**config.mk**
```make
export PLATFORM = sky130hd
export DESIGN_NAME = coin_payer
export DESIGN_NICKNAME = d
export VERILOG_FILES = /design/src/rtl/coin_payer.sv
export SDC_FILE = /design/constraint.sdc
export NUM_CORES = 1
export LEC_CHECK = 0
export CORE_MARGIN = 1
export CORE_UTILIZATION = 58
export DETAILED_ROUTE_END_ITERATION = 8
export GPL_TIMING_DRIVEN = 0
export PLACE_DENSITY = 0.94
export SLEW_MARGIN = 20
export SYNTH_ARGS = -nofsm -noshare
export SYNTH_HDL_FRONTEND = slang
export SYNTH_SLANG_ARGS = --single-unit
```
**constraint.sdc**
```tcl
create_clock -name sys_clk -period 4 [get_ports sys_clk]
set_input_delay 0.8 -clock sys_clk [delete_from_list [all_inputs] [get_ports sys_clk]]
set_output_delay 0.8 -clock sys_clk [all_outputs]
set_load 0.01 [all_outputs]
```
**src/rtl/coin_payer.sv**
```systemverilog
// coin_payer: pays a purchase amount as a train of coin pulses to the vending
// block, then waits for the cola-delivered pulse or gives up after TIMEOUT.
// Optional feature macro: COIN_PAYER_ONE_COIN_EN -- when defined, one-yuan
// coins are paid greedily; when undefined every coin is a half-yuan pulse and
// po_money_one is tied low.
module coin_payer #(
    parameter int unsigned GAP     = 2,
    parameter int unsigned TIMEOUT = 16
) (
    input  logic       sys_clk,
    input  logic       sys_rst_n,
    input  logic       start,
    input  logic [3:0] amount,
    input  logic       pi_cola,
    input  logic       pi_money,
    output logic       po_money_one,
    output logic       po_money_half,
    output logic       busy,
    output logic       done,
    output logic       cola_ok,
    output logic       change_ok,
    output logic       timeout,
    output logic [3:0] coins_sent
);

    typedef enum logic [2:0] {
        S_IDLE,
        S_COIN,
        S_GAP,
        S_WAIT,
        S_FIN
    } state_t;

    localparam logic [7:0] GAP_LAST = 8'(GAP - 1);
    localparam logic [7:0] TO_LAST  = 8'(TIMEOUT - 1);

    state_t     state_q, state_d;
    logic [3:0] remaining_q, remaining_d;
    logic [7:0] cnt_q, cnt_d;
    logic [3:0] coins_sent_q, coins_sent_d;
    logic       cola_ok_q, cola_ok_d;
    logic       change_ok_q, change_ok_d;
    logic       timeout_q, timeout_d;
    logic       busy_q, busy_d;
    logic       done_q, done_d;
    logic       half_q, half_d;
`ifdef COIN_PAYER_ONE_COIN_EN
    logic       one_q, one_d;
`endif

    // A coin is issued on the edge that enters COIN, so the pulse register is
    // loaded together with the state; issue_rem is the balance being paid from.
    logic       issue;
    logic [3:0] issue_rem;
    logic       sel_one;

    // Balance the next coin is taken from, and which coin it will be.
    always_comb begin
        issue_rem = (state_q == S_IDLE) ? amount : remaining_q;
`ifdef COIN_PAYER_ONE_COIN_EN
        sel_one = (issue_rem >= 4'd2);
`else
        sel_one = 1'b0;
`endif
    end

    // Next-state, counters, status flags and registered output values.
    always_comb begin
        state_d      = state_q;
        remaining_d  = remaining_q;
        cnt_d        = cnt_q;
        coins_sent_d = coins_sent_q;
        cola_ok_d    = cola_ok_q;
        change_ok_d  = change_ok_q;
        timeout_d    = timeout_q;
        issue        = 1'b0;

        unique case (state_q)
            S_IDLE: begin
                if (start) begin
                    cola_ok_d    = 1'b0;
                    change_ok_d  = 1'b0;
                    timeout_d    = 1'b0;
                    coins_sent_d = '0;
                    cnt_d        = '0;
                    if (amount == 4'd0) begin
                        state_d = S_FIN;
                    end else begin
                        issue   = 1'b1;
                        state_d = S_COIN;
                    end
                end
            end
            S_COIN: begin
                cnt_d = '0;
                if (pi_cola) begin
                    state_d = S_FIN;
                end else if (remaining_q != 4'd0) begin
                    state_d = S_GAP;
                end else begin
                    state_d = S_WAIT;
                end
            end
            S_GAP: begin
                if (pi_cola) begin
                    state_d = S_FIN;
                end else if (cnt_q == GAP_LAST) begin
                    issue   = 1'b1;
                    state_d = S_COIN;
                end else begin
                    cnt_d = cnt_q + 8'd1;
                end
            end
            S_WAIT: begin
                if (pi_cola) begin
                    state_d = S_FIN;
                end else if (cnt_q == TO_LAST) begin
                    timeout_d = 1'b1;
                    state_d   = S_FIN;
                end else begin
                    cnt_d = cnt_q + 8'd1;
                end
            end
            S_FIN: begin
                state_d = S_IDLE;
            end
            default: begin
                state_d = S_IDLE;
            end
        endcase

        if (state_q != S_IDLE) begin
            if (pi_cola) begin
                cola_ok_d = 1'b1;
            end
            if (pi_money) begin
                change_ok_d = 1'b1;
            end
        end

        if (issue) begin
            remaining_d  = issue_rem - (sel_one ? 4'd2 : 4'd1);
            coins_sent_d = coins_sent_d + 4'd1;
        end

        half_d = issue && !sel_one;
`ifdef COIN_PAYER_ONE_COIN_EN
        one_d  = issue && sel_one;
`endif
        busy_d = (state_d != S_IDLE);
        done_d = (state_d == S_FIN);
    end

    // State and output registers, cleared asynchronously by reset.
    always_ff @(posedge sys_clk or negedge sys_rst_n) begin
        if (!sys_rst_n) begin
            state_q      <= S_IDLE;
            remaining_q  <= '0;
            cnt_q        <= '0;
            coins_sent_q <= '0;
            cola_ok_q    <= 1'b0;
            change_ok_q  <= 1'b0;
            timeout_q    <= 1'b0;
            busy_q       <= 1'b0;
            done_q       <= 1'b0;
            half_q       <= 1'b0;
`ifdef COIN_PAYER_ONE_COIN_EN
            one_q        <= 1'b0;
`endif
        end else begin
            state_q      <= state_d;
            remaining_q  <= remaining_d;
            cnt_q        <= cnt_d;
            coins_sent_q <= coins_sent_d;
            cola_ok_q    <= cola_ok_d;
            change_ok_q  <= change_ok_d;
            timeout_q    <= timeout_d;
            busy_q       <= busy_d;
            done_q       <= done_d;
            half_q       <= half_d;
`ifdef COIN_PAYER_ONE_COIN_EN
            one_q        <= one_d;
`endif
        end
    end

`ifdef COIN_PAYER_ONE_COIN_EN
    assign po_money_one  = one_q;
`else
    assign po_money_one  = 1'b0;
`endif
    assign po_money_half = half_q;
    assign busy          = busy_q;
    assign done          = done_q;
    assign cola_ok       = cola_ok_q;
    assign change_ok     = change_ok_q;
    assign timeout       = timeout_q;
    assign coins_sent    = coins_sent_q;

endmodule

```
Word level (Yosys, flattened, before mapping)
Cells that the tools add are included.
- bits in registers: 25
- latch bits: 0
- RAM bits: 0
- bits in read-only memories: 0
- input bits: 9
- output and inout bits: 11
- memories: 0
- add/sub/neg operators: 3
- $mul: 0
- div/mod/pow operators: 0
- order comparisons: 0
- equality and inequality tests: 12
- shift-type cells: 0
- muxes and demuxes: 36
- bitwise operators: 0
- reductions and logical operators: 9
- operator list (kind ; count):
    $mux W8 ; 5
    $pmux W8 S4 ; 1
    $mux W3 ; 7
    $mux W1 ; 16
    $mux W4 ; 4
    $ne A2 B2 Y1 const B ; 6
    $pmux W3 S4 ; 1
    $add A8 B1 Y8 const B ; 1
    $eq A8 B1 Y1 const B ; 1
    $eq A8 B4 Y1 const B ; 1
    $reduce_bool A4 Y1 ; 2
    $eq A3 B2 Y1 const B ; 2
    $reduce_and A6 Y1 ; 1
    $reduce_bool A3 Y1 ; 2
    $add A4 B1 Y4 const B ; 1
    $logic_not A4 Y1 ; 1
    $pmux W1 S2 ; 2
    $reduce_and A4 Y1 ; 1
    $sub A4 B1 Y4 const B ; 1
    $eq A3 B1 Y1 const B ; 1
    $eq A3 B3 Y1 const B ; 1
    $logic_not A3 Y1 ; 1
    $reduce_bool A2 Y1 ; 1

Logic depth before layout (Yosys ltp)
Gate-level depths: netlist of the first run.
- depth in word-level cells: 5
- gate-level depth with buffers: 7
- depth with buffers taken out: 7

Worst setup path before layout of the first run
No wires, ideal clock.
- kind: in2reg
- start point: input pi_cola
- end point: register remaining_q[2]
- library setup time: 129 ps
- data arrival time: 2343 ps
- data required time: 3871 ps
- setup slack: 1528 ps
- cell stages on the path: 5
- path buffers: 1
- path through: or3b_2 -> buf_2 -> nor4_1 -> nor2_1 -> a2111o_1
- longest elaborated chain between the ends: 2
- RTL lines (element ; line ; text):
    start: declaration ; 14 ; input logic pi_cola,
    $mux W1 ; 105 ; if (pi_cola) begin
    $pmux W1 S2 ; 78 ; unique case (state_q)
    end signal: assignment ; 172 ; remaining_q <= remaining_d;
    end: declaration ; 38 ; logic [3:0] remaining_q, remaining_d;
Every way passes these cells.
A chain may end at the register's enable or synchronous reset.

Final worst setup path of the first run
Same ends and word-level chain as after synthesis.

==> flow_summary_export.csv, run 1 <==
group,metric,value,unit
grt,antenna_found_initial,0,
cells_and_area,nNetsFinal,181,
placed_design,numPortBuffers,18,
clocking,ctsResizeCount,0,
pwr,power.leakage,0.708,nW
timing,maxSlewViolCount,0,
cells_and_area,antenna_cells,0,
routing,vias,1288,
critical_path,cp_slowest_cell,"nor4_1",
clocking,clk_path_buf_depth,2,
critical_path,cp.required,4.24,ns
cells_and_area,num-fill-cells,158,
hold_path,hold_class,"in -> async",
synthesis,yosysTopAreaCell,"dfrtp_1",
clocking,cts_setup_buffers,0,
critical_path,worst-path-buf-inv,2,
placed_design,dpl.cell_count,191,
pwr,power.total,1.12,mW
synthesis,synthTopCellsByArea,"dfrtp_1 (43%), ha_1 (3.5%), o21ai_0 (3.1%), nor3b_1 (3.1%), nor2_1 (2.6%)",
cells_and_area,stdcell_count,195,
clocking,cts_tree,"yes",
routing,drt-vias-per-instance,6.61,
synthesis,synthCells,145,
grt,grt_pass1_wl,5.53,mm
timing,setup_viol,0,
synthesis,synthTopCellsByCount,"dfrtp_1 (25), nor2_1 (10), o21ai_0 (9)",
die,die_y,51.8,um
timing,setup_tns,0,ns
pwr,ir_drop,534,uV
clocking,root_buffer,"clkbuf_4",
clocking,ctsHtreeMaxLevel,1,
synthesis,syn_area,0.00144,mm2
flow_run,cap_violations,0,
timing,post-route-period-util,78.5,%
routing,wl_per_cell,17.4,um
critical_path,r2r_start,"cnt_q[1]",
synthesis,ys.flop_type,"dfrtp_1",
synthesis,yosysMostFrequentCell,"dfrtp_1",
synthesis,ys_types,49,
cells_and_area,syn_to_final_growth,16.5,%
critical_path,path_cells,"clkdlybuf4s50_1 -> or3b_2 -> buf_2 -> nor4_1 -> nor2_1 -> a2111o_1",
die,die_area,0.00269,mm2
routing,first_pass_iters,5,
critical_path,startpoint_type,"input port",
run_status,status,"complete, no violations",
synthesis,synth_edf_count,0,
timing,period_minus_slack,3.14,ns
critical_path,r2r-end,"remaining_q[2]",
critical_path,end_kind,"register",
critical_path,worstPathArrival,3.38,ns
routing,drt_iter0_markers,53,
clocking,hold_buffers,0,
synthesis,synth_top_area_share,43.4,%
synthesis,synthArstFlopShare,100,%
cells_and_area,layout-drive-gt1-share,12.0,%
die,pin_count,20,
synthesis,syn_nets,158,
pwr,powerDensity,670,mW/mm2
synthesis,yosysSeqAreaShare,43.4,%
die,start_util,63.3,%
timing,tightest_slew,0.960,ns
critical_path,critPathMaxFanout,9,
timing,rsz0062_at_grt,"false",
clocking,cts_sinks,25,
timing,hold_ws,0.419,ns
critical_path,critical_path_class,"in -> reg",
timing,hold_violations,0,
clocking,cts_made_buffers,3,
grt,grt_max_degree,26,
critical_path,cp_top_family,"simple AND/OR/NAND/NOR gates",
grt,grtUsageTotal,28.4,%
timing,finalClockSkew,0.00889,ns
critical_path,worst_r2r_path_depth,6,
die,num_rows,17,
routing,drc,0,
critical_path,cpPeakStageDelay,0.57,ns
grt,grt.overflow.total,0,
placed_design,gp_congestion,0.813,
die,die_w,51.8,um
synthesis,ys_ff_latch,25,
timing,relSlewSlack,35.0,%
timing,max_freq,0.319,GHz
clocking,clock_latency,0.34,ns
synthesis,yosys_warnings,0,
synthesis,synth_area_per_cell,9.93,um2
routing,wl,3.39,mm
die,core-area,0.00228,mm2
routing,drtAntennaViolNets,0,
grt,grt_pass1_vias,1241,
clocking,cts.clk_slew.worst_paths,0.15,ns
critical_path,ff2ff_setup_slack,1.36,ns
placed_design,dpl.hpwl,2.48,mm
## per-layer routing
metal	share of wire, %	track usage [%]	routed length [um]
met4	3.0	18.0	103
met5	0	0	0
met3	7.3	4.39	247
met1	41	33.8	1380
met2	49	47.4	1660
## stage by stage
step	instance area (um2)	setup slack (ns)	utilization, %
finish	1680	0.860	73.7
CTS	1680	0.961	73.9
detailed placement	1660	0.595	72.7
global route	1680	0.806	73.7
global placement	1660	0.613	72.7
floorplan	1440	1.53	-
## worst register-to-register path, cell delays in order (launching register included)
cell      delay [ns]
dfrtp_1         0.43
inv_1           0.06
ha_1            0.15
or3b_2          0.49
nor4_1          0.63
nor2_1          0.31
a2111o_1        0.47
## where the power goes
part | total (mW) | switching [mW] | internal, mW
Clock | 0.121 | 0.0834 | 0.0377
Combinational | 0.602 | 0.319 | 0.284
Sequential | 0.400 | 0.0654 | 0.335
Total | 1.12 | 0.467 | 0.656
## worst max path at each step
stage / from / endpoint / slack [ns] / cells after the start
2_1_floorplan: pi_cola / remaining_q[2] / 1.53 / 5
3_3_place_gp: pi_cola / remaining_q[2] / 0.61 / 6
3_5_place_dp: pi_cola / remaining_q[2] / 0.59 / 6
4_1_cts: pi_cola / remaining_q[2] / 0.96 / 6
5_1_grt: pi_cola / remaining_q[2] / 0.81 / 6
6_report: pi_cola / remaining_q[2] / 0.86 / 6
## state kept, by name, indices dropped and copies added (netlist names)
name,cells
change_ok,1
done,1
po_money_half,1
busy,1
timeout,1
remaining_q,4
coins_sent,4
cnt_q,8
state_q,3
cola_ok,1
## placed cells by master, fill, tap and decap left out, types with 2 or more instances in the layout
master / n
or2_2: 2
mux2i_1: 3
a32o_1: 2
a31oi_1: 2
and3_1: 3
or3_1: 2
or4_4: 2
inv_1: 4
buf_2: 2
nand3_1: 4
o21ai_0: 9
or3b_2: 2
and2_1: 2
a21o_1: 2
nor4_1: 3
dfrtp_1: 25
o211ai_1: 2
or4_1: 2
o22a_1: 4
clkdlybuf4s50_1: 17
buf_6: 3
nor3_1: 5
nor3b_1: 6
nand4_1: 2
nor2_1: 10
a21oi_1: 7
ha_1: 4
nand2_1: 8
clkbuf_4: 3
nor4b_1: 3
## layout make-up
| type | count | area (um2) | area share (%) |
|---|---|---|---|
| Multi-Input combinational cell | 110 | 749 | 44.7 |
| Sequential cell | 25 | 626 | 37.3 |
| Timing Repair Buffer | 18 | 175 | 10.4 |
| Buffer | 6 | 50.0 | 2.98 |
| Tap cell | 28 | 35.0 | 2.09 |
| Clock buffer | 3 | 22.5 | 1.34 |
| Inverter | 4 | 15.0 | 0.895 |
| Clock inverter | 1 | 5.00 | 0.298 |
## cell families after synthesis
family | after synthesis | share of synthesized area (%)
and+or+nand+nor | 60 | 25.1
AOI/OAI and AO/OA | 39 | 19.1
DFF | 25 | 43.4
buffers and inverters | 10 | 4.52
adders and majority gates | 4 | 3.48
muxes | 4 | 2.87
xor gates and xnor gates | 2 | 1.22
other | 1 | 0.260
Power figures use the tool's default switching activity.
==> inputs of run 2 (changes only) <==
CORE_UTILIZATION = 54   (was 58)
PLACE_DENSITY = 0.89   (was 0.94)
clock period = 3.3 ns   (was 4 ns; I/O delays follow)
==> run 2 against run 1 <==
Utilization fell by 6.6 points. Design area barely moved. Sequential power rose by 22%. Non-clock buffer count did not move. Largest power group unchanged. Register-to-register slack got worse by 0.58 ns. Die area rose by 7.1%. Flip-flop and latch count did not move. Wire length fell by 8.8%.
==> flow_summary_export.csv, run 2 (same netlist as run 1, synthesis figures left out) <==
group,metric,value,unit
die,pin_count,20,
clocking,cts_setup_buffers,0,
cells_and_area,largest_register_ffs,8,
timing,maxSlewViolCount,0,
pwr,power.total,1.33,mW
cells_and_area,mostFrequentLayoutCell,"dfrtp_1",
die,die_y,53.6,um
routing,wl_met2,1.47,mm
pwr,powerDensity,791,mW/mm2
routing,dr_wl_met3,121,um
timing,max_freq,0.345,GHz
die,core-area,0.00250,mm2
clocking,root_buffer,"clkbuf_4",
critical_path,cp.required,3.52,ns
critical_path,ff2ff_setup_slack,0.78,ns
routing,drc,0,
timing,rsz0062_at_grt,"false",
routing,drt-vias-per-instance,6.26,
grt,grt_pass1_vias,1152,
placed_design,numPortBuffers,18,
pwr,ir_drop,560,uV
routing,wl,3.09,mm
die,die_w,53.6,um
clocking,ctsHtreeMaxLevel,1,
timing,relSlewSlack,34.8,%
routing,wl_per_cell,15.7,um
critical_path,r2r-end,"remaining_q[2]",
timing,period_minus_slack,2.90,ns
critical_path,critical_path_class,"in -> reg",
routing,vias,1234,
critical_path,critPathMaxFanout,9,
routing,drtAntennaViolNets,0,
timing,setup_viol,0,
grt,grtUsageTotal,25.3,%
clocking,clock_latency,0.32,ns
die,num_rows,18,
timing,tightest_slew,0.963,ns
clocking,cts.clk_slew.worst_paths,0.14,ns
timing,setup_tns,0,ns
cells_and_area,num-fill-cells,200,
grt,grt_pass1_wl,5.13,mm
cells_and_area,top_register,"cnt_q",
clocking,cts_made_buffers,3,
placed_design,gp_congestion,0.888,
cells_and_area,layout-drive-gt1-share,11.4,%
flow_run,cap_violations,0,
timing,post-route-period-util,87.9,%
grt,antenna_found_initial,0,
routing,routedLengthMet1,1.44,mm
clocking,ctsResizeCount,0,
clocking,cts_sinks,25,
cells_and_area,antenna_cells,0,
grt,grt_max_degree,26,
clocking,cts_tree,"yes",
clocking,hold_buffers,0,
critical_path,end_kind,"register",
cells_and_area,nNetsFinal,181,
hold_path,hold_class,"in -> async",
routing,first_pass_iters,4,
clocking,clk_path_buf_depth,2,
critical_path,startpoint_type,"input port",
run_status,status,"complete, no violations",
timing,hold_violations,0,
timing,finalClockSkew,0.00813,ns
critical_path,worst_r2r_path_depth,6,
grt,grt.overflow.total,0,
routing,drt_iter0_markers,37,
placed_design,dpl.hpwl,2.30,mm
die,start_util,57.6,%
critical_path,worstPathArrival,3.12,ns
routing,top_layer,"met4",
critical_path,r2r_start,"cnt_q[1]",
pwr,power.leakage,0.705,nW
die,die_area,0.00288,mm2
cells_and_area,most-common-layout-cells,"dfrtp_1 (25), clkdlybuf4s50_1 (17), nor2_1 (10), o21ai_0 (9), nand2_1 (8)",
cells_and_area,syn_to_final_growth,16.6,%
## run 2: metrics by stage
step           hold WS, ns  setup WS (ns)  utilization (%)  cell area (um2)  instances
2_1_floorplan        0.364          0.968                -             1440        145
3_3_place_gp         0.476          0.102             66.3             1660        193
3_5_place_dp         0.489         0.0708             66.3             1660        193
6_report             0.293          0.398             67.2             1680        197
5_1_grt              0.334          0.262             67.2             1680        197
4_1_cts              0.522          0.404             67.4             1680        197
## run 2: power breakdown
part           switching (mW)  internal, mW  total, mW
Sequential             0.0808         0.406      0.487
Clock                  0.0897        0.0473      0.137
Combinational           0.365         0.339      0.704
Total                   0.536         0.792       1.33
## run 2: worst max-delay path by stage
stage	start	slack, ns	cells after the start	endpoint
final	pi_cola	0.40	6	remaining_q[2]
after global routing	pi_cola	0.26	6	remaining_q[2]
after CTS	pi_cola	0.40	6	remaining_q[2]
after detailed placement	pi_cola	0.07	6	remaining_q[2]
after global placement	pi_cola	0.10	6	remaining_q[2]
after floorplan	pi_cola	0.97	5	remaining_q[2]
## run 2: critical path, cell delays in order
cell	delay [ns]
clkdlybuf4s50_1	0.53
or3b_2	0.50
buf_2	0.19
nor4_1	0.51
nor2_1	0.27
a2111o_1	0.46
## run 2: per-layer routing
layer	global-route usage, %	vias up
met3	3.95	7
met5	0	-
met1	34.5	597
met4	11.0	0
met2	39.6	34
li1	-	596
## run 2: cell type report
cell class | count | area, um2 | area share (%)
Multi-Input combinational cell | 110 | 749 | 44.6
Sequential cell | 25 | 626 | 37.3
Timing Repair Buffer | 18 | 175 | 10.4
Buffer | 6 | 50.0 | 2.98
Tap cell | 30 | 37.5 | 2.24
Clock buffer | 4 | 26.3 | 1.56
Inverter | 4 | 15.0 | 0.894
